$ cat config.mk
export PLATFORM = sky130hd
export DESIGN_NAME = mem_stage
export DESIGN_NICKNAME = d
export VERILOG_FILES = /design/src/rtl/cpu_pkg.sv /design/src/rtl/mem_timer.sv /design/src/rtl/mem_stage.sv
export SDC_FILE = /design/constraint.sdc
export NUM_CORES = 1
export LEC_CHECK = 0
export CAP_MARGIN = 30
export CELL_PAD_IN_SITES_DETAIL_PLACEMENT = 1
export CELL_PAD_IN_SITES_GLOBAL_PLACEMENT = 2
export CORE_AREA = 2 2 130 132
export CTS_CLUSTER_DIAMETER = 80
export CTS_CLUSTER_SIZE = 10
export DETAILED_ROUTE_END_ITERATION = 8
export DIE_AREA = 0 0 132 134
export PLACE_DENSITY_LB_ADDON = 0.1
export SETUP_SLACK_MARGIN = 0.4
export SLEW_MARGIN = 20
export SYNTH_ARGS = -nofsm -noshare
export SYNTH_HDL_FRONTEND = slang
export SYNTH_SLANG_ARGS = --single-unit
$ cat constraint.sdc
create_clock -name clk -period 9.7 [get_ports clk]
set_input_delay 1.94 -clock clk [delete_from_list [all_inputs] [get_ports clk]]
set_output_delay 1.94 -clock clk [all_outputs]
set_load 0.02 [all_outputs]
$ cat src/rtl/cpu_pkg.sv
`default_nettype none
// ============================================================================
//  Module   : cpu_pkg
//  Purpose  : Shared definitions for the core memory stage. Holds the
//             data/address width, the default bus timeout, the memory-stage
//             FSM state encoding and a counter-width helper.
//  Revision : 1.0 - initial release
// ============================================================================
package cpu_pkg;

    localparam int C_XLEN            = 32;
    localparam int C_DEFAULT_TIMEOUT = 16;

    typedef enum logic [1:0] {
        ST_IDLE = 2'd0,
        ST_REQ  = 2'd1,
        ST_WAIT = 2'd2,
        ST_DONE = 2'd3
    } mem_state_t;

    // Bits needed to hold values 0..n-1 (at least one bit).
    function automatic int cnt_width(input int n);
        return (n <= 2) ? 1 : $clog2(n);
    endfunction

endpackage
`default_nettype wire

$ cat src/rtl/mem_timer.sv
`default_nettype none
// ============================================================================
//  Module   : mem_timer
//  Purpose  : Saturating transaction watchdog. Counts enabled cycles from 0
//             and flags expire while the count sits at LIMIT-1.
//  Ports    : clk    - clock, rising edge
//             reset  - asynchronous active-high reset
//             clear  - synchronous clear of the count
//             enable - count this cycle
//             expire - high in the enabled cycle whose count is LIMIT-1
//  Revision : 1.0 - initial release
// ============================================================================
module mem_timer
    import cpu_pkg::*;
#(
    parameter int LIMIT = C_DEFAULT_TIMEOUT
) (
    input  logic clk,
    input  logic reset,
    input  logic clear,
    input  logic enable,
    output logic expire
);

    localparam int              C_CW   = cnt_width(LIMIT);
    localparam logic [C_CW-1:0] C_LAST = C_CW'(LIMIT - 1);

    logic [C_CW-1:0] r_count;

    // Saturates at the last value so a transaction that slips past the
    // limit (e.g. grant on the final REQ cycle) still expires in WAIT.
    always_ff @(posedge clk or posedge reset) begin
        if (reset) begin
            r_count <= '0;
        end else if (clear) begin
            r_count <= '0;
        end else if (enable && (r_count != C_LAST)) begin
            r_count <= r_count + 1'b1;
        end
    end

    assign expire = enable && (r_count == C_LAST);

endmodule
`default_nettype wire

$ cat src/rtl/mem_stage.sv
`default_nettype none
// ============================================================================
//  Module   : mem_stage
//  Purpose  : Core memory stage. Turns a core load/store request into a
//             single bus transaction (request/grant, then read-data for
//             loads), stalls the core until it completes, and aborts with a
//             one-cycle err pulse if the bus does not respond in time.
//  Config   : MISALIGN_CHECK_EN - when defined, accesses with addr[1:0]!=0
//             skip the bus and finish with a one-cycle misalign pulse.
//             When undefined, misalign stays 0 and bus_addr[1:0] is 00.
//  Ports    : clk, reset             - clock / async active-high reset
//             rvalid, wvalid          - core load / store request
//             addr, wdata             - core byte address / store data
//             rdata_dm                - load data returned to the core
//             stall                   - freezes the core PC while high
//             err, misalign           - one-cycle status pulses (in DONE)
//             bus_req, bus_we         - bus request / write enable
//             bus_addr, bus_wdata     - bus address / write data
//             bus_gnt, bus_rvalid     - request accepted / read data valid
//             bus_rdata               - bus read data
//  Revision : 1.0 - initial release
// ============================================================================
module mem_stage
    import cpu_pkg::*;
#(
    parameter int TIMEOUT = C_DEFAULT_TIMEOUT
) (
    input  logic              clk,
    input  logic              reset,
    input  logic              rvalid,
    input  logic              wvalid,
    input  logic [C_XLEN-1:0] addr,
    input  logic [C_XLEN-1:0] wdata,
    output logic [C_XLEN-1:0] rdata_dm,
    output logic              stall,
    output logic              err,
    output logic              misalign,
    output logic              bus_req,
    output logic              bus_we,
    output logic [C_XLEN-1:0] bus_addr,
    output logic [C_XLEN-1:0] bus_wdata,
    input  logic              bus_gnt,
    input  logic              bus_rvalid,
    input  logic [C_XLEN-1:0] bus_rdata
);

`ifdef MISALIGN_CHECK_EN
    localparam logic              C_MISALIGN_EN = 1'b1;
    localparam logic [C_XLEN-1:0] C_ADDR_MASK   = {C_XLEN{1'b1}};
`else
    localparam logic              C_MISALIGN_EN = 1'b0;
    localparam logic [C_XLEN-1:0] C_ADDR_MASK   = {{(C_XLEN-2){1'b1}}, 2'b00};
`endif

    mem_state_t        r_state;
    logic [C_XLEN-1:0] r_addr;
    logic [C_XLEN-1:0] r_wdata;
    logic              r_store;
    logic [C_XLEN-1:0] r_rdata;
    logic              r_bus_req;
    logic              r_bus_we;
    logic              r_err;
    logic              r_misalign;

    logic w_request;
    logic w_is_store;
    logic w_misaligned;
    logic w_tmr_clear;
    logic w_tmr_enable;
    logic w_expire;

    assign w_request    = rvalid | wvalid;
    // A simultaneous load and store request performs the load only.
    assign w_is_store   = wvalid & ~rvalid;
    // Constant 0 when the check is compiled out, so r_misalign never sets.
    assign w_misaligned = C_MISALIGN_EN && (addr[1:0] != 2'b00);

    // Counter is held at zero in IDLE, so it starts from 0 on IDLE->REQ.
    assign w_tmr_clear  = (r_state == ST_IDLE);
    assign w_tmr_enable = (r_state == ST_REQ) || (r_state == ST_WAIT);

    mem_timer #(
        .LIMIT (TIMEOUT)
    ) u_timer (
        .clk    (clk),
        .reset  (reset),
        .clear  (w_tmr_clear),
        .enable (w_tmr_enable),
        .expire (w_expire)
    );

    always_ff @(posedge clk or posedge reset) begin
        if (reset) begin
            r_state    <= ST_IDLE;
            r_addr     <= '0;
            r_wdata    <= '0;
            r_store    <= 1'b0;
            r_rdata    <= '0;
            r_bus_req  <= 1'b0;
            r_bus_we   <= 1'b0;
            r_err      <= 1'b0;
            r_misalign <= 1'b0;
        end else begin
            // Status outputs are single-cycle pulses shown only in DONE.
            r_err      <= 1'b0;
            r_misalign <= 1'b0;
            case (r_state)
                ST_IDLE: begin
                    if (w_request) begin
                        r_addr  <= addr;
                        r_wdata <= wdata;
                        r_store <= w_is_store;
                        if (w_misaligned) begin
                            r_state    <= ST_DONE;
                            r_misalign <= 1'b1;
                            r_rdata    <= '0;
                        end else begin
                            r_state   <= ST_REQ;
                            r_bus_req <= 1'b1;
                            r_bus_we  <= w_is_store;
                        end
                    end
                end
                ST_REQ: begin
                    // Read data arriving with (or before) the grant is not
                    // ours yet; only WAIT captures bus_rdata.
                    if (bus_gnt) begin
                        r_bus_req <= 1'b0;
                        r_bus_we  <= 1'b0;
                        r_state   <= r_store ? ST_DONE : ST_WAIT;
                    end else if (w_expire) begin
                        r_bus_req <= 1'b0;
                        r_bus_we  <= 1'b0;
                        r_state   <= ST_DONE;
                        r_err     <= 1'b1;
                        r_rdata   <= '0;
                    end
                end
                ST_WAIT: begin
                    if (bus_rvalid) begin
                        r_rdata <= bus_rdata;
                        r_state <= ST_DONE;
                    end else if (w_expire) begin
                        r_state <= ST_DONE;
                        r_err   <= 1'b1;
                        r_rdata <= '0;
                    end
                end
                ST_DONE: begin
                    r_state <= ST_IDLE;
                end
                default: begin
                    r_state <= ST_IDLE;
                end
            endcase
        end
    end

    // Core keeps its request up until it sees stall drop in DONE.
    assign stall     = w_request && (r_state != ST_DONE);
    assign rdata_dm  = r_rdata;
    assign err       = r_err;
    assign misalign  = r_misalign;
    assign bus_req   = r_bus_req;
    assign bus_we    = r_bus_we;
    assign bus_addr  = r_addr & C_ADDR_MASK;
    assign bus_wdata = r_wdata;

endmodule
`default_nettype wire
After elaboration in Yosys (flattened, before gate mapping)
Cells that the tools add are included.
{"block": "op_classes", "n_eq_ne": 9, "shift": 0, "add_sub_neg": 1, "reduce_logical": 11, "order_cmp": 0, "n_mux": 22, "div_mod_pow": 0, "n_bitwise": 3, "mul": 0}
{"operator": "$mux 32", "count": 3}
{"operator": "$pmux 32 s2", "count": 1}
{"operator": "$mux 1", "count": 8}
{"operator": "$mux 2", "count": 4}
{"operator": "$mux 4", "count": 2}
{"operator": "$pmux 2 s4", "count": 1}
{"operator": "$ne 2x2->1 const B", "count": 3}
{"operator": "$pmux 1 s2", "count": 3}
{"operator": "$reduce_bool 2->1", "count": 3}
{"operator": "$add 4x1->4 const B", "count": 1}
{"operator": "$eq 2x2->1 const B", "count": 2}
{"operator": "$eq 4x4->1 const B", "count": 1}
{"operator": "$ne 4x4->1 const B", "count": 1}
{"operator": "$reduce_and 2->1", "count": 2}
{"operator": "$logic_and 1x1->1", "count": 3}
{"operator": "$ne 3x2->1 const B", "count": 1}
{"operator": "$reduce_and 3->1", "count": 1}
{"operator": "$eq 2x1->1 const B", "count": 1}
{"operator": "$logic_not 2->1", "count": 1}
{"operator": "$and 1x1->1", "count": 1}
{"operator": "$logic_or 1x1->1", "count": 1}
{"operator": "$not 1->1", "count": 1}
{"operator": "$or 1x1->1", "count": 1}
{"block": "word_totals", "regBits": 106, "in_bits": 102, "rom_bits": 0, "n_memories": 0, "output_inout_bits": 101, "elab_cells": 55, "ram_bits": 0, "latchBits": 0}

Longest topological paths before layout
Gate-level depths: netlist of the first run.
{"block": "depth", "depth_word": 6, "depth_mapped": 8, "mapped_depth_nobuf": 5}

Cells and area by module
Synthesis of the first run repeated with hierarchy kept, for this count alone.
{"block": "hier_totals", "cells_unflattened": 276, "area_unflattened_um2": 4132.7}
{"mod": "mem_stage", "area_each_um2": 3898.7, "n_inst": 1, "cells_each": 253, "seq_area_each_um2": 2502.4}
{"mod": "mem_timer", "area_each_um2": 234.0, "n_inst": 1, "cells_each": 23, "seq_area_each_um2": 100.1}

Worst setup path before layout of the first run
No wires, ideal clock.
{"block": "synth_path", "path_kind": "input to output", "start": "input wvalid", "end": "output stall", "cell_stages": 2, "arrival_ns": 2.246, "t_required_ns": 7.760, "slack_ns": 5.514, "n_path_buf": 0, "cell_sequence": "nor2_1 > nor2_1"}
{"block": "synth_between", "elab_chain_len": 2}
{"element": "start, declared", "line": "mem_stage.sv:31", "text": "input logic wvalid,"}
{"element": "$or 1x1->1", "line": "mem_stage.sv:72", "text": "assign w_request = rvalid | wvalid;"}
{"element": "$logic_and 1x1->1", "line": "mem_stage.sv:160", "text": "assign stall = w_request && (r_state != ST_DONE);"}
{"element": "end, declared", "line": "mem_stage.sv:35", "text": "output logic stall,"}
Every way passes these cells.

Worst setup path in the final report of the first run
{"block": "layout_path", "start": "input rvalid", "end": "output stall"}
{"block": "layout_between", "elab_chain_len": 2}
{"element": "start, declared", "line": "mem_stage.sv:30", "text": "input logic rvalid,"}
{"element": "$or 1x1->1", "line": "mem_stage.sv:72"}
{"element": "$logic_and 1x1->1", "line": "mem_stage.sv:160"}
Every way passes these cells.

==> results of run 1 <==
==> power groups by stage <==
stage / Sequential, mW / Combinational, mW / Clock (mW)
final: 0.757 / 1.16 / 0.430
after global routing: 0.788 / 1.24 / 0.462
after CTS: 0.760 / 1.18 / 0.445
after detailed placement: 0.767 / 1.18 / 0
after global placement: 0.756 / 1.16 / 0
after floorplan: 1.01 / 0.371 / 0
==> per-layer routing <==
metal / part of all wire / wire length, µm / track usage / up-vias
li1: - / - / - / 1512
met1: 0.45 / 5560 / 0.193 / 1620
met2: 0.46 / 5640 / 0.217 / 128
met3: 0.075 / 930 / 0.0472 / 10
met4: 0.015 / 187 / 0.0562 / 0
met5: 0 / 0 / 0 / -
==> final cells by class <==
cell class                      instances  area, µm²
Fill cell                            1709       9490
Sequential cell                       104       2600
Timing Repair Buffer                  202       2010
Multi-Input combinational cell        183       1540
Tap cell                              220        275
Clock buffer                           11        253
Clock inverter                          5        103
Inverter                                3       13.8
==> flip-flops by register name, indices dropped and copies added, names as in the netlist, 2 cells and up <==
signal,cells
u_timer.r_count,4
rdata_dm,32
bus_wdata,32
r_state,2
r_addr,30
==> through the flow <==
step	total power [mW]	std cells
after floorplan	1.38	314
after global placement	1.92	712
after detailed placement	1.95	712
after CTS	2.39	728
after global routing	2.49	728
final	2.35	728
==> cell families (layout without fill, tap and decap cells) <==
kind of cell,count (synthesis),after routing,synth area share
flip-flops,104,104,0.606
AO/OA/AOI/OAI,81,81,0.129
multiplexers,64,64,0.167
AND/OR/NAND/NOR,29,29,0.0425
buffers and inverters,27,221,0.0367
adder cells (fa/ha/maj),6,6,0.0175
other,1,3,0.000873
==> Yosys cell counts <==
master / number / area [µm²]
sky130_fd_sc_hd__buf_2: 9 / 45.0
sky130_fd_sc_hd__o2bb2ai_1: 32 / 280
sky130_fd_sc_hd__nor2_2: 1 / 6.26
sky130_fd_sc_hd__buf_6: 4 / 45.0
sky130_fd_sc_hd__nand2_1: 2 / 7.51
sky130_fd_sc_hd__and2_4: 1 / 8.76
sky130_fd_sc_hd__dfrtp_1: 104 / 2600
sky130_fd_sc_hd__nand2b_1: 5 / 31.3
sky130_fd_sc_hd__nor4bb_1: 1 / 10.0
sky130_fd_sc_hd__a221oi_1: 1 / 8.76
sky130_fd_sc_hd__ha_1: 6 / 75.1
sky130_fd_sc_hd__nor3_1: 1 / 5.00
sky130_fd_sc_hd__and4b_1: 1 / 10.0
sky130_fd_sc_hd__o31ai_1: 1 / 7.51
sky130_fd_sc_hd__nor2b_1: 3 / 18.8
sky130_fd_sc_hd__nand3_1: 2 / 10.0
sky130_fd_sc_hd__a211o_1: 1 / 8.76
sky130_fd_sc_hd__and3_1: 1 / 6.26
sky130_fd_sc_hd__a21oi_1: 7 / 35.0
sky130_fd_sc_hd__mux2_2: 63 / 709
sky130_fd_sc_hd__clkbuf_1: 7 / 26.3
sky130_fd_sc_hd__nand4_1: 2 / 12.5
sky130_fd_sc_hd__a211oi_1: 2 / 15.0
sky130_fd_sc_hd__nor3b_1: 2 / 15.0
sky130_fd_sc_hd__buf_4: 4 / 30.0
sky130_fd_sc_hd__o21ai_4: 1 / 16.3
sky130_fd_sc_hd__o21ai_0: 35 / 175
sky130_fd_sc_hd__or2_2: 1 / 6.26
sky130_fd_sc_hd__inv_1: 3 / 11.3
sky130_fd_sc_hd__nor3_4: 1 / 16.3
sky130_fd_sc_hd__nor2_1: 5 / 18.8
sky130_fd_sc_hd__conb_1: 1 / 3.75
sky130_fd_sc_hd__a41oi_1: 1 / 8.76
sky130_fd_sc_hd__mux2i_1: 1 / 10.0
==> path summary, 6_finish.rpt <==
check,startpoint,end,slack (ns)
worst max register to register,r_state[1],bus_wdata[7],7.27
worst max-delay path,rvalid,stall,4.46
worst min-delay path,r_addr[12],r_addr[12],0.50
min in group asynchronous,reset,bus_wdata[9],2.05
worst min register to register,r_addr[12],r_addr[12],0.50
max in group asynchronous,reset,bus_wdata[26],6.45
==> cells in the final DEF (no fill, tap or decap), types with 2 or more instances in the layout <==
cell type and instances:
sky130_fd_sc_hd__o2bb2ai_1 32, sky130_fd_sc_hd__a21oi_1 7, sky130_fd_sc_hd__ha_1 6, sky130_fd_sc_hd__a211oi_1 2
sky130_fd_sc_hd__nor2b_1 3, sky130_fd_sc_hd__nand2_1 2, sky130_fd_sc_hd__nand3_1 2, sky130_fd_sc_hd__mux2_2 63
sky130_fd_sc_hd__bufinv_16 3, sky130_fd_sc_hd__conb_1 3, sky130_fd_sc_hd__buf_4 5, sky130_fd_sc_hd__clkdlybuf4s50_1 197
sky130_fd_sc_hd__clkbuf_8 2, sky130_fd_sc_hd__inv_1 2, sky130_fd_sc_hd__nand2b_1 5, sky130_fd_sc_hd__nand4_1 2
sky130_fd_sc_hd__nor3b_1 2, sky130_fd_sc_hd__clkbuf_16 9, sky130_fd_sc_hd__o21ai_0 35, sky130_fd_sc_hd__nor2_1 5
sky130_fd_sc_hd__dfrtp_1 104
==> impl_metrics.csv, run 1 <==
group,metric,value,unit
power_and_ir_drop,clock_power_share,0.183,
power_and_ir_drop,cellLeakagePower,2.72,nW
finish,net_total_in_the_final_layout,611,
timing,max_slew.worst_pin.slew,0.733,ns
clock_tree,clk-insertion-delay-late,0.34,ns
critical_path,cp-start-kind,"input pin",
placed_design,placement.io_buffers,197,
global_route,globalRouteOverflowTotal,0,
clock_tree,cts_resized,0,
detailed_routing,number_of_drc_markers_in_iteration_0,115,
critical_path,critPathRequiredTime,7.76,ns
critical_path,timing.critical_path.slowest_stage_cell,"sky130_fd_sc_hd__clkdlybuf4s50_1",
clock_tree,cts_setup_buffers,0,
clock_tree,cts-buffers-inserted,9,
power_and_ir_drop,switching_power,0.843,mW
floorplan,boundaryPins,203,
critical_path,worst_ep_arrival_time,3.30,ns
floorplan,fp.dieH,134,µm
placed_design,place_worst_setup_slack,4.45,ns
timing,finalHoldViolCount,0,
finish,final_cell_area,0.00680,mm²
power_and_ir_drop,power.share.combinational,0.495,
critical_path,worst_setup_path_end_kind,"primary output",
timing,rsz0062_at_grt,"false",
logic_synthesis,yosysSeqAreaShare,0.606,
placed_design,place.detailed.hpwl,8680,µm
floorplan,start_util,0.264,
critical_path,worst-path-buf-inv,2,
worst_hold_path,hold_path_depth,1,
global_route,antenna_violations_before_repair,0,
logic_synthesis,synthesis.instances,312,
finish,antenna_cells_inserted,0,
timing,slew_violations,0,
global_route,global_route_wire_length_before_repair,19800,µm
logic_synthesis,ys.warnings.count,0,
critical_path,r2r.worst_path.cells,5,
power_and_ir_drop,ir_drop,0.000102,V
clock_tree,cts.path.max_buffers,2,
clock_tree,cts_tree,"done",
critical_path,crit_family,"buffers and inverters",
floorplan,placement_rows,47,
power_and_ir_drop,powerDensity,345,mW/mm²
placed_design,gp_routability_congestion,0.679,
critical_path,worstSetupPathDepth,4,
logic_synthesis,synth_cell_types,34,
detailed_routing,route.detailed.wl_per_inst,16.9,µm
global_route,grt_pass1_vias,3419,
clock_tree,clock_tree.htree_level_count,3,
timing,setup-violations-final,0,
detailed_routing,drt_wl_total,12300,µm
timing,final.setup_skew,0.00603,ns
power_and_ir_drop,power.switching_fraction,0.359,
critical_path,worstPathCellList,"clkdlybuf4s50_1 -> nor2_1 -> nor2_1 -> clkdlybuf4s50_1",
timing,timing.hold.ws,0.504,ns
floorplan,die_w,132,µm
timing,finalCritPeriodShare,0.540,
timing,period_needed,5.24,ns
floorplan,coreArea,0.0163,mm²
detailed_routing,drt-pass1-iter-count,4,
logic_synthesis,synth_seq_cells,104,
detailed_routing,detailroute.via_count,3270,
clock_tree,cts_num_sinks,104,
logic_synthesis,synth.cell_area,0.00430,mm²
logic_synthesis,syn_avg_cell_area,13.8,µm²
power_and_ir_drop,p_int,1.51,mW
power_and_ir_drop,share_seq_of_total_power,0.322,
critical_path,critPathMaxFanout,5,
finish,layout-drive-gt1-share,0.177,
clock_tree,cts_root_buffer,"sky130_fd_sc_hd__clkbuf_16",
timing,achievable-frequency,0.191,GHz
clock_tree,clk_pin_slew_worst_paths,0.07,ns
finish,areaGrowthSynthToFinish,58.3,%
run,max-cap-violations,0,
detailed_routing,antenna_violating_nets_post_route,0,
critical_path,setup.worst_path.class,"input pin to primary output",
global_route,grt_usage,0.144,
finish,postLayoutCoreUtil,0.417,
clock_tree,holdBufCountCts,0,
outcome,outcome,"completed",
placed_design,place_area,0.00644,mm²
global_route,grt_max_degree,57,
worst_hold_path,worst_hold_path_class,"flip-flop to flip-flop",
floorplan,die_area,0.0177,mm²
timing,postLayoutSetupSlackWorst,4.46,ns
timing,setup_tns,0,ns
detailed_routing,post-route-drc-count,0,
timing,relSlewSlack,0.511,
critical_path,critical-path-max-stage-delay,0.61,ns
detailed_routing,via_per_inst,4.49,
Power figures use the tool's default switching activity.
==> inputs of run 2 (changes only) <==
- CORE_AREA: 2 2 130 132 -> 2 2 140 142
- DIE_AREA: 0 0 132 134 -> 0 0 142 144
- clock period: 9.7 -> 4.5 ns (I/O delays scaled with it)
==> run 2 against run 1 <==
- setup slack lost 3.1 ns
- global-route usage down 1.5 points
- first-iteration DRC count decreased by 23%
- non-clock buffer count stayed put
- count of clock-buffer cells in the layout shrank 1
- largest cell class unchanged
- clock power grew 100%
- sequential share of layout area fell by 0.070 points
- routed wire length increased by 5.4%
- power increased by 110%
- critical path type unchanged
- final cell count is 2.5% higher
- register-to-register slack got worse by 5.1 ns
==> impl_metrics.csv, run 2 (same netlist as run 1, synthesis figures left out) <==
group,metric,value,unit
critical_path,critPathRequiredTime,3.60,ns
clock_tree,clk_pin_slew_worst_paths,0.07,ns
floorplan,die_area,0.0204,mm²
power_and_ir_drop,post-layout-total-power,5.02,mW
clock_tree,cts_setup_buffers,0,
global_route,globalRouteOverflowTotal,0,
timing,period_needed,3.17,ns
timing,final.setup_skew,0.00714,ns
detailed_routing,via_per_inst,4.40,
clock_tree,cts_tree,"done",
finish,layout.cells.most_common,"sky130_fd_sc_hd__clkdlybuf4s50_1",
timing,relSlewSlack,0.536,
detailed_routing,drt_wl_total,13000,µm
clock_tree,holdBufCountCts,0,
critical_path,worst_setup_path_end_kind,"primary output",
timing,achievable-frequency,0.316,GHz
run,max-cap-violations,0,
clock_tree,clk-insertion-delay-late,0.35,ns
placed_design,gp_routability_congestion,0.688,
clock_tree,clock_tree.htree_level_count,3,
timing,rsz0062_at_grt,"false",
timing,timing.hold.ws,0.504,ns
power_and_ir_drop,powerDensity,737,mW/mm²
clock_tree,cts-buffers-inserted,9,
clock_tree,cts_root_buffer,"sky130_fd_sc_hd__clkbuf_16",
detailed_routing,number_of_drc_markers_in_iteration_0,88,
timing,postLayoutSetupSlackWorst,1.33,ns
clock_tree,cts_num_sinks,104,
floorplan,placement_rows,51,
placed_design,place.detailed.hpwl,9030,µm
placed_design,placement.io_buffers,197,
critical_path,worst_ep_arrival_time,2.27,ns
clock_tree,cts_resized,0,
critical_path,worstPathCellList,"clkdlybuf4s50_1 -> nor2_1 -> nor2_1 -> clkdlybuf4s50_1",
critical_path,cp-start-kind,"input pin",
critical_path,critPathMaxFanout,5,
finish,layout_common_cells,"sky130_fd_sc_hd__clkdlybuf4s50_1, sky130_fd_sc_hd__dfrtp_1, sky130_fd_sc_hd__mux2_2",
global_route,antenna_violations_before_repair,0,
finish,postLayoutCoreUtil,0.357,
timing,slew_violations,0,
global_route,grt_max_degree,56,
finish,net_total_in_the_final_layout,611,
critical_path,r2r.worst_path.cells,6,
finish,antenna_cells_inserted,0,
timing,finalHoldViolCount,0,
detailed_routing,detailroute.via_count,3281,
global_route,grt_pass1_vias,3568,
floorplan,start_util,0.225,
critical_path,timing.critical_path.slowest_stage_cell,"sky130_fd_sc_hd__clkdlybuf4s50_1",
timing,max_slew.worst_pin.slew,0.696,ns
floorplan,fp.dieH,144,µm
detailed_routing,antenna_violating_nets_post_route,0,
outcome,outcome,"completed",
critical_path,critical-path-max-stage-delay,0.61,ns
clock_tree,cts.path.max_buffers,2,
placed_design,place_worst_setup_slack,1.33,ns
worst_hold_path,hold_path_depth,1,
finish,layout-drive-gt1-share,0.175,
detailed_routing,route.detailed.wl_per_inst,17.4,µm
detailed_routing,drt-pass1-iter-count,4,
floorplan,die_w,142,µm
floorplan,boundaryPins,203,
worst_hold_path,worst_hold_path_class,"flip-flop to flip-flop",
timing,setup_tns,0,ns
global_route,grt_usage,0.129,
finish,areaGrowthSynthToFinish,58.6,%
floorplan,coreArea,0.0191,mm²
power_and_ir_drop,ir_drop,0.000222,V
power_and_ir_drop,cellLeakagePower,2.70,nW
detailed_routing,post-route-drc-count,0,
timing,setup-violations-final,0,
global_route,global_route_wire_length_before_repair,20400,µm
critical_path,setup.worst_path.class,"input pin to primary output",
timing,finalCritPeriodShare,0.704,
[run 2: cell types whose count changed in the layout (fill, tap and decap cells not counted), sizes merged]
cell and change:
clkbuf -1, bufinv -1, clkinvlp +2, clkinv -1, inv +1
[run 2: stage by stage]
stage / cell area (µm²) / instances
CTS: 6810 / 746
detailed placement: 6490 / 730
finish: 6810 / 746
global route: 6810 / 746
global placement: 6490 / 730
floorplan: 4300 / 314
[run 2: worst paths after layout]
path | slack, ns | startpoint | endpoint
setup / recovery | 1.33 | rvalid | stall
hold reg to reg | 0.50 | bus_wdata[5] | bus_wdata[5]
hold / removal | 0.50 | bus_wdata[5] | bus_wdata[5]
max in group asynchronous | 2.71 | reset | r_addr[26]
min in group asynchronous | 1.02 | reset | r_addr[19]
setup reg to reg | 2.18 | r_state[1] | rdata_dm[26]
[run 2: worst max-delay path: cells and delay by family]
| family | cells | cell delay [ns] |
|---|---|---|
| AND/OR/NAND/NOR | 2 | 0.16 |
| buffers and inverters | 2 | 1.21 |
[run 2: where the power goes]
part / leakage (nW) / switching [mW] / internal, mW
logic: 1.30 / 1.25 / 1.29
clock network: 0.145 / 0.368 / 0.490
registers: 1.26 / 0.230 / 1.40
total: 2.70 / 1.84 / 3.17
[run 2: layout make-up]
cell class                 instances  area (µm²)
clock buffer                      10         229
clock inverter                     6        91.3
fill                            2023       12300
inverter                           3        13.8
multi-input combinational        183        1540
sequential                       104        2600
tap                              238         298
timing repair buffer             202        2030
[run 2: metal layers]
metal	global-route usage	part of all wire	vias up
met5	0	0	-
met3	0.0533	0.089	10
met1	0.164	0.44	1635
li1	-	-	1505
met4	0.0379	0.010	0
met2	0.203	0.46	131
